<file path="src/rtl/bcd_pkg.sv">
// Shared BCD definitions for the decade counter slice.
//   BCD_W     : width of one BCD digit
//   BCD_MAX   : largest legal digit code (9)
//   BCD_MIN   : smallest legal digit code (0)
//   bcd_t     : one BCD digit
//   bcd_clamp : maps any 4-bit code onto 0..9 (codes above 9 become 9)
package bcd_pkg;

  localparam int unsigned BCD_W = 4;
  localparam logic [3:0]  BCD_MAX = 4'd9;
  localparam logic [3:0]  BCD_MIN = 4'd0;

  typedef logic [BCD_W-1:0] bcd_t;

  function automatic bcd_t bcd_clamp(input logic [3:0] v);
    return (v > BCD_MAX) ? BCD_MAX : v;
  endfunction

endpackage

</file>
<file path="src/rtl/bcd_digit.sv">
// One decade stage of the BCD counter.
//   clock      : system clock, rising edge
//   reset_n    : synchronous active-low reset, digit -> 0
//   en         : advance this digit one step in direction 'up'
//   up         : 1 = increment, 0 = decrement
//   load       : synchronous parallel load (wins over en)
//   load_digit : digit to load, clamped to 0..9
//   digit      : current digit value
//   term       : digit sits at its terminal code (9 up, 0 down)
module bcd_digit
  import bcd_pkg::*;
(
  input  logic clock,
  input  logic reset_n,
  input  logic en,
  input  logic up,
  input  logic load,
  input  bcd_t load_digit,
  output bcd_t digit,
  output logic term
);

  bcd_t digit_q;
  bcd_t digit_d;

  // Out-of-range codes are steered back into 0..9 on any step so the
  // register can never dwell on a non-BCD value.
  always_comb begin
    digit_d = digit_q;
    if (load) begin
      digit_d = bcd_clamp(load_digit);
    end else if (en) begin
      if (up) begin
        digit_d = (digit_q >= BCD_MAX) ? BCD_MIN : digit_q + 4'd1;
      end else if (digit_q == BCD_MIN || digit_q > BCD_MAX) begin
        digit_d = BCD_MAX;
      end else begin
        digit_d = digit_q - 4'd1;
      end
    end
  end

  always_ff @(posedge clock) begin
    if (!reset_n) begin
      digit_q <= BCD_MIN;
    end else begin
      digit_q <= digit_d;
    end
  end

  assign digit = digit_q;
  assign term  = up ? (digit_q == BCD_MAX) : (digit_q == BCD_MIN);

endmodule

</file>
<file path="src/rtl/bcd_counter_n.sv">
// Parametrised multi-digit BCD up/down counter with parallel load and a
// combinational terminal-count carry/borrow for cascading.
//   DIGITS     : number of BCD digits (1..8)
//   WRAP       : 1 = wrap at terminal value, 0 = saturate there
//   clock      : system clock, rising edge
//   reset_n    : synchronous active-low reset, state -> 0
//   count      : count enable
//   up         : 1 = increment, 0 = decrement
//   load       : synchronous parallel load (priority over count)
//   load_value : BCD value to load, digit 0 in [3:0]
//   state      : counter value, digit k in [4k+3:4k]
//   carry      : terminal value reached while counting (carry/borrow)
module bcd_counter_n
  import bcd_pkg::*;
#(
  parameter int unsigned DIGITS = 4,
  parameter bit          WRAP   = 1'b1
) (
  input  logic                    clock,
  input  logic                    reset_n,
  input  logic                    count,
  input  logic                    up,
  input  logic                    load,
  input  logic [BCD_W*DIGITS-1:0] load_value,
  output logic [BCD_W*DIGITS-1:0] state,
  output logic                    carry
);

  logic [DIGITS-1:0] term;
  logic [DIGITS-1:0] en_chain;
  logic              at_term;
  logic              sat_hold;

  assign at_term  = &term;
  // Saturating variant: freeze every digit while sitting on the terminal
  // value in the current direction; reversing direction releases it.
  assign sat_hold = (WRAP == 1'b0) && at_term;

  for (genvar k = 0; k < DIGITS; k++) begin : g_digit
    if (k == 0) begin : g_first
      assign en_chain[k] = count & ~sat_hold;
    end else begin : g_next
      assign en_chain[k] = en_chain[k-1] & term[k-1];
    end

    bcd_digit u_digit (
      .clock      (clock),
      .reset_n    (reset_n),
      .en         (en_chain[k]),
      .up         (up),
      .load       (load),
      .load_digit (load_value[BCD_W*k +: BCD_W]),
      .digit      (state[BCD_W*k +: BCD_W]),
      .term       (term[k])
    );
  end

  assign carry = reset_n & count & ~load & at_term;

endmodule

</file>
<file path="config.mk">
export PLATFORM = sky130hd
export DESIGN_NAME = bcd_counter_n
export DESIGN_NICKNAME = d
export VERILOG_FILES = /design/src/rtl/bcd_pkg.sv /design/src/rtl/bcd_digit.sv /design/src/rtl/bcd_counter_n.sv
export SDC_FILE = /design/constraint.sdc
export NUM_CORES = 1
export LEC_CHECK = 0
export CAP_MARGIN = 5
export CORE_UTILIZATION = 34
export DETAILED_ROUTE_END_ITERATION = 7
export GPL_TIMING_DRIVEN = 0
export SLEW_MARGIN = 0
export SYNTH_ARGS = -nofsm -noshare
export SYNTH_HDL_FRONTEND = slang
export SYNTH_HIERARCHICAL = 1
export SYNTH_SLANG_ARGS = --single-unit
</file>
<file path="constraint.sdc">
create_clock -name clock -period 7.9 [get_ports clock]
set_clock_uncertainty 0.2 [all_clocks]
set_input_delay 2.37 -clock clock [delete_from_list [all_inputs] [get_ports clock]]
set_output_delay 2.37 -clock clock [all_outputs]
set_load 0.02 [all_outputs]
</file>
# Word level (Yosys, flattened, before mapping)
# Cells that the tools add are included.
[word_totals]
out_inout_bits = 17
ff_bits = 16
elab_cells = 76
input_bits = 21
[classes]
mux = 28
magnitude_cmp = 12
bitwise_logic = 7
n_addsub = 8
n_reduce_logical = 13
eq_ne = 4
[ops]
columns = ["cell", "n"]
rows = [
  ["$mux W4", 24],
  ["$gt A4 B4 Y1 const B", 8],
  ["$add A4 B1 Y4 const B", 4],
  ["$eq A4 B4 Y1 const B", 4],
  ["$ge A4 B4 Y1 const B", 4],
  ["$logic_not A4 Y1", 4],
  ["$sub A4 B1 Y4 const B", 4],
  ["$reduce_bool A2 Y1", 4],
  ["$and A1 B1 Y1", 6],
  ["$logic_or A1 B1 Y1", 4],
  ["$mux W1", 4],
  ["$reduce_and A4 Y1", 1],
  ["$not A1 Y1", 1],
]

# Depth between registers and ports, before layout
# Gate-level depths: netlist (run 1).
[depth]
word_depth = 7
mapped_depth = 9

# Hierarchy
# Netlist (run 1), hierarchy kept.
[modules_own_cells]
columns = ["module", "area_each_um2", "n_inst", "seq_area_each_um2", "cells_each"]
rows = [
  ["bcd_digit", 473.0, 4, 80.1, 65],
  ["bcd_counter_n", 31.3, 1, 0.0, 4],
]

# Least setup slack after synthesis (run 1)
# No wires, ideal clock.
[synth_path]
path_kind = "input to output"
startpoint = "input up"
endpoint = "output carry"
arrival_ns = 3.475
cell_stages = 5
n_path_buf = 1
setup_slack_ns = 1.855
cell_sequence = "clkbuf_1 -> nand3_1 -> a21oi_1 -> and4_1 -> and4b_1"
[synth_between]
elab_chain_len = 3
word_cells_on_any_way = 6
[synth_rtl]
columns = ["item", "line_no", "text"]
rows = [
  ["from (decl)", "bcd_counter_n.sv:22", "input logic up,"],
  ["$mux W1", "bcd_digit.sv:52", "assign term = up ? (digit_q == BCD_MAX) : (digit_q == BCD_MIN);"],
  ["net term[0]", "bcd_counter_n.sv:29", "logic [DIGITS-1:0] term;"],
  ["$reduce_and A4 Y1", "bcd_counter_n.sv:34", "assign at_term = &term;"],
  ["$and A1 B1 Y1", "bcd_counter_n.sv:58", "assign carry = reset_n & count & ~load & at_term;"],
  ["to (decl)", "bcd_counter_n.sv:26", "output logic carry"],
]
# The timed path passes the listed nets, and every way through them passes these cells.

# Worst setup path in the final report (run 1)
# Ends and elaborated chain as after synthesis.

==> results.json, run 1 <==
{
  "crit_arrival_ns": 4.78,
  "grt_pass1_wl_um": 8440,
  "start_util": 0.351,
  "grt_pass1_vias": 1891,
  "first_pass_iters": 4,
  "p_sw_frac": 0.374,
  "powerDensity_nw_per_um2": 120,
  "synthDistinctLibCells": 33,
  "root_buffer": "clkbuf_8",
  "cts.sinks": 16,
  "remaining_drc_errors": 0,
  "outcome": "finished, final reports clean",
  "clockPowerShare": 0.224,
  "switching_power_w": 0.000109,
  "hold_viol": 0,
  "power.total_w": 0.000290,
  "finalCoreUtilization": 0.444,
  "synth_area_um2": 1920,
  "antenna_found_initial": 0,
  "use_met1": 0.231,
  "syn-instance-count": 264,
  "via_count": 2055,
  "period_share": 0.930,
  "ys_ff_latch": 16,
  "worst_pin_slew_ns": 0.642,
  "drt_wl_total_um": 4860,
  "yosysTopAreaCellShare": 0.167,
  "grt-busiest-layer": "met2",
  "synthArstFlopShare": 0,
  "gp_congestion": 0.870,
  "grt_max_degree": 21,
  "final_area_um2": 2430,
  "hold_path_class": "flip-flop to flip-flop",
  "io_pins": 38,
  "slew_viol_final": 0,
  "max_slew_margin": 0.571,
  "grt.met3_usage": 0.0179,
  "synth-seq-area-share": 0.167,
  "leakagePower_nw": 0.887,
  "core_area_um2": 5470,
  "p_int_w": 0.000182,
  "crit_fanout": 20,
  "crit_required_ns": 5.33,
  "ir_drop_v": 0.0000551,
  "rsz0062_at_grt": "no",
  "area_growth_pct": 26.2,
  "diodes": 0,
  "dieArea_um2": 5960,
  "num_rows": 27,
  "critPathKind": "input pin to output pin",
  "clk_pin_slew_ns": 0.07,
  "met2_usage": 0.268,
  "fmax_mhz": 136,
  "yosys.area.top_type": "dfxtp_1",
  "max_cap_viol_count": 0,
  "clockBufferDepth": 2,
  "clock_latency_ns": 0.25,
  "synthTopCellsByArea": "dfxtp_1, ha_1, inv_1, o311ai_0, a21oi_1",
  "period_minus_slack_ns": 7.35,
  "synth_flop_cell": "dfxtp_1",
  "setup_viol": 0,
  "synth_common_cells": "inv_1, nor2_1",
  "synth_nets": 301,
  "largest_reg_flops": 16,
  "dp_hpwl_um": 3600,
  "timing.hold.ws_ns": 0.392,
  "setup_tns_ns": 0,
  "first_iter_violations": 104,
  "die_y_um": 77.2,
  "wl_per_cell_um": 12.9,
  "die_w_um": 77.2,
  "synth_edf_count": 0,
  "placed_area_um2": 2380,
  "vias_per_cell": 5.47,
  "seqPwrFrac": 0.332,
  "nNetsFinal": 343,
  "cts_buffers": 3,
  "io_buffer_count": 37,
  "combPwrFrac": 0.444,
  "grt_overflow": 0,
  "post_cts_buffers": 0,
  "synth.avg_cell_area_um2": 7.28,
  "drive_above_1_share": 0.102,
  "htree_levels": 1,
  "start_kind": "input pin",
  "ys_warn_count": 6,
  "endpoint_kind": "output pin",
  "post-synth-top-count-cell": "inv_1",
  "postRouteAntennaNets": 0,
  "cts_tree": "done",
  "grt.total_usage": 0.169
}
[layout make-up]
cell class,count,area [µm²]
buffer,16,100
clock buffer,3,41.3
fill,584,3050
inverter,28,105
multi-input combinational,204,1400
sequential,16,320
tap,72,90.1
timing repair buffer,37,373
[worst max-delay path: stages]
cell and delay, ns:
dlymetal6s2s_1 0.49, clkbuf_1 0.38, nand3_1 0.12, a21oi_1 0.20, and4_1 0.36, and4b_1 0.25, clkdlybuf4s50_1 0.60
[per-stage QoR]
| step | setup slack, ns | cells |
|---|---|---|
| finish | 0.552 | 376 |
| global route | 0.317 | 376 |
| CTS | 0.167 | 376 |
| detailed placement | 0.184 | 373 |
| global placement | 0.169 | 373 |
| floorplan | 1.85 | 264 |
[worst paths after layout]
path	from	to	slack [ns]	depth (start not counted)
setup / recovery	up	carry	0.55	7
setup reg to reg	g_digit[0].u_digit/digit[1]	g_digit[3].u_digit/digit[2]	5.51	9
hold / removal	g_digit[3].u_digit/digit[0]	g_digit[3].u_digit/digit[3]	0.39	2
hold reg to reg	g_digit[3].u_digit/digit[0]	g_digit[3].u_digit/digit[3]	0.39	2
[what timing repair did]
action	in CTS	in global routing
resized for setup	0	1
setup endpoints to repair	0	1
hold buffers	0	0
[metal layers]
| layer | routed length, µm | part of all wire |
|---|---|---|
| met5 | 0 | 0 |
| met4 | 26 | 0.0054 |
| met2 | 2250 | 0.46 |
| met1 | 2360 | 0.49 |
| met3 | 217 | 0.045 |
[power groups by stage]
stage,combinational [W],clock [W],sequential (W)
finish,0.000129,0.0000651,0.0000962
global route,0.000142,0.0000734,0.0000974
floorplan,0.0000790,0,0.000103
detailed placement,0.000128,0,0.0000981
global placement,0.000128,0,0.0000981
CTS,0.000128,0.0000690,0.0000962
[kinds of logic (layout without fill, tap and decap cells)]
family | count (synthesis) | in the layout | synth area share
compound gates | 88 | 88 | 0.318
fa+ha+maj | 16 | 16 | 0.104
buf+inv | 44 | 84 | 0.107
flops | 16 | 16 | 0.167
simple gates | 100 | 100 | 0.305
[layout by cell type (no fill, tap or decap)]
master	Yosys	layout
or2_2	4	4
and3_1	1	1
nor3_1	8	8
a32oi_1	4	4
nor2b_1	8	8
a211oi_1	8	8
a21oi_1	16	16
ha_1	16	16
clkdlybuf4s50_1	0	36
a221oi_1	4	4
dlymetal6s2s_1	0	1
buf_2	8	8
inv_1	28	28
a21boi_2	4	4
dfxtp_1	16	16
and4b_1	1	1
and4_1	1	1
a31oi_1	8	8
nand2_1	16	16
nand4b_1	8	8
o22ai_1	8	8
nor2_1	20	20
o311ai_0	12	12
clkbuf_1	4	4
or4_1	4	4
a21boi_1	4	4
clkbuf_8	0	3
o21ai_0	16	16
and2_1	1	1
nand3b_1	4	4
nand2b_1	8	8
or3b_4	4	4
nand3_1	8	8
a2111oi_1	4	4
nor3_2	4	4
buf_6	4	4
Power figures use the tool's default switching activity.
==> run 2, diff against run 1 <==
Settings changed: MAX_ROUTING_LAYER set to met4, PLACE_DENSITY_LB_ADDON set to 0.2.
==> run 2 against run 1 <==
First-iteration DRC count rose by 75%; core utilization rose by 0.25 points; combinational power barely moved; hold slack got worse by 0.0098 ns; critical endpoint unchanged; largest cell class unchanged.
==> results.json, run 2 (same netlist as run 1, synthesis figures left out) <==
{
  "remaining_drc_errors": 0,
  "critPathKind": "input pin to output pin",
  "pre_cts_ws_ns": 0.0580,
  "htree_levels": 1,
  "die_y_um": 77.2,
  "period_minus_slack_ns": 7.46,
  "hold_viol": 0,
  "crit_required_ns": 5.33,
  "routed-wl-met2_um": 2420,
  "vias_per_cell": 5.58,
  "final_cell_mix": "clkdlybuf4s50_1, inv_1, nor2_1",
  "start_util": 0.351,
  "io_pins": 38,
  "dieArea_um2": 5960,
  "postRouteAntennaNets": 0,
  "cts_buffers": 3,
  "endpoint_kind": "output pin",
  "first_iter_violations": 182,
  "clk_pin_slew_ns": 0.07,
  "slew_viol_final": 0,
  "io_buffer_count": 37,
  "clockBufferDepth": 2,
  "top_layer_used": "met4",
  "drive_above_1_share": 0.105,
  "gp_congestion": 0.839,
  "max_cap_viol_count": 0,
  "num_rows": 27,
  "grt.total_usage": 0.188,
  "hold_depth": 2,
  "fmax_mhz": 134,
  "die_w_um": 77.2,
  "max_slew_margin": 0.526,
  "root_buffer": "clkbuf_8",
  "wl_per_cell_um": 14.0,
  "wl_met1_um": 2600,
  "via_count": 2102,
  "power.total_w": 0.000305,
  "leakagePower_nw": 0.895,
  "diodes": 0,
  "cp_slowest_cell": "clkdlybuf4s50_1",
  "setup_tns_ns": 0,
  "hold_path_class": "flip-flop to flip-flop",
  "setup_viol": 0,
  "antenna_found_initial": 0,
  "final_common_cell": "clkdlybuf4s50_1",
  "ir_drop_v": 0.0000585,
  "reg2regPathDepth": 9,
  "slowest_delay_ns": 0.60,
  "area_growth_pct": 26.9,
  "first_pass_iters": 4,
  "grt_pass1_vias": 1842,
  "largest_reg_flops": 16,
  "cts.sinks": 16,
  "grt_overflow": 0,
  "r2r_slack_ns": 5.50,
  "worst_pin_slew_ns": 0.710,
  "start_kind": "input pin",
  "rsz0062_at_grt": "no",
  "crit_chain": "dlymetal6s2s_1 > clkbuf_1 > nand3_1 > a21oi_1 > and4_1 > and4b_1 > clkdlybuf4s50_1",
  "crit_fanout": 20,
  "clock_latency_ns": 0.26,
  "grt_max_degree": 21,
  "nNetsFinal": 343,
  "drt_wl_total_um": 5260,
  "holdPathEnd": "g_digit[0].u_digit/digit[3]",
  "wl_met3_um": 232,
  "fin_ws_ns": 0.440,
  "period_share": 0.944,
  "core_area_um2": 5470,
  "crit_arrival_ns": 4.89,
  "outcome": "finished, final reports clean",
  "dp_hpwl_um": 3770,
  "hold_path.startpoint": "g_digit[0].u_digit/digit[0]",
  "rr_startpoint": "g_digit[0].u_digit/digit[1]",
  "r2r_end": "g_digit[3].u_digit/digit[2]",
  "cts_tree": "done",
  "grt_pass1_wl_um": 8940,
  "powerDensity_nw_per_um2": 125
}
==> run 2: final cells by class <==
cell class	count	area [µm²]
clock buffer	4	55.1
buffer	16	100
fill	580	3030
timing repair buffer	37	373
multi-input combinational	204	1400
sequential	16	320
tap	72	90.1
inverter	28	105
==> run 2: through the flow <==
step | std cells | util | instance area [µm²] | hold WS (ns)
after global placement | 373 | 0.436 | 2380 | 0.377
final | 377 | 0.446 | 2440 | 0.382
after CTS | 377 | 0.446 | 2440 | 0.380
after global routing | 377 | 0.446 | 2440 | 0.430
after detailed placement | 373 | 0.436 | 2380 | 0.364
after floorplan | 264 | - | 1920 | 0.400
==> run 2: worst max path at each step <==
stage               slack [ns]  cells past startpoint  startpoint  endpoint
floorplan                 1.85                      5          up     carry
global placement          0.08                      7          up     carry
detailed placement        0.06                      7          up     carry
CTS                       0.06                      7          up     carry
global route              0.22                      7          up     carry
finish                    0.44                      7          up     carry
==> run 2: critical path, delay by kind of cell <==
kind	cells	cell delay, ns
compound gates	1	0.21
buf+inv	3	1.54
simple gates	3	0.77
==> run 2: where the power goes <==
| group | internal (W) | total, W | switching, W |
|---|---|---|---|
| registers | 0.0000868 | 0.0000964 | 0.00000957 |
| logic | 0.0000609 | 0.000131 | 0.0000697 |
| clock network | 0.0000443 | 0.0000777 | 0.0000333 |
| total | 0.000192 | 0.000305 | 0.000113 |
==> run 2: routing by layer <==
layer,up-vias,global-route usage
met5,-,-
met2,57,0.300
met1,981,0.247
li1,1062,-
met4,0,0.0302
met3,2,0.0381
==> run 2: what timing repair did <==
action	CTS	global route
setup buffers	0	0
hold buffers	0	0
endpoints found under the setup margin	0	1
endpoints found under the hold margin	0	0
resized for setup	0	1
==> run 3, diff against run 2 <==
Settings changed: CTS_CLUSTER_SIZE set to 24, SETUP_SLACK_MARGIN set to 0.05.
==> results of run 3 <==
The final DEF is identical to that of run 2; final timing and power are the same.
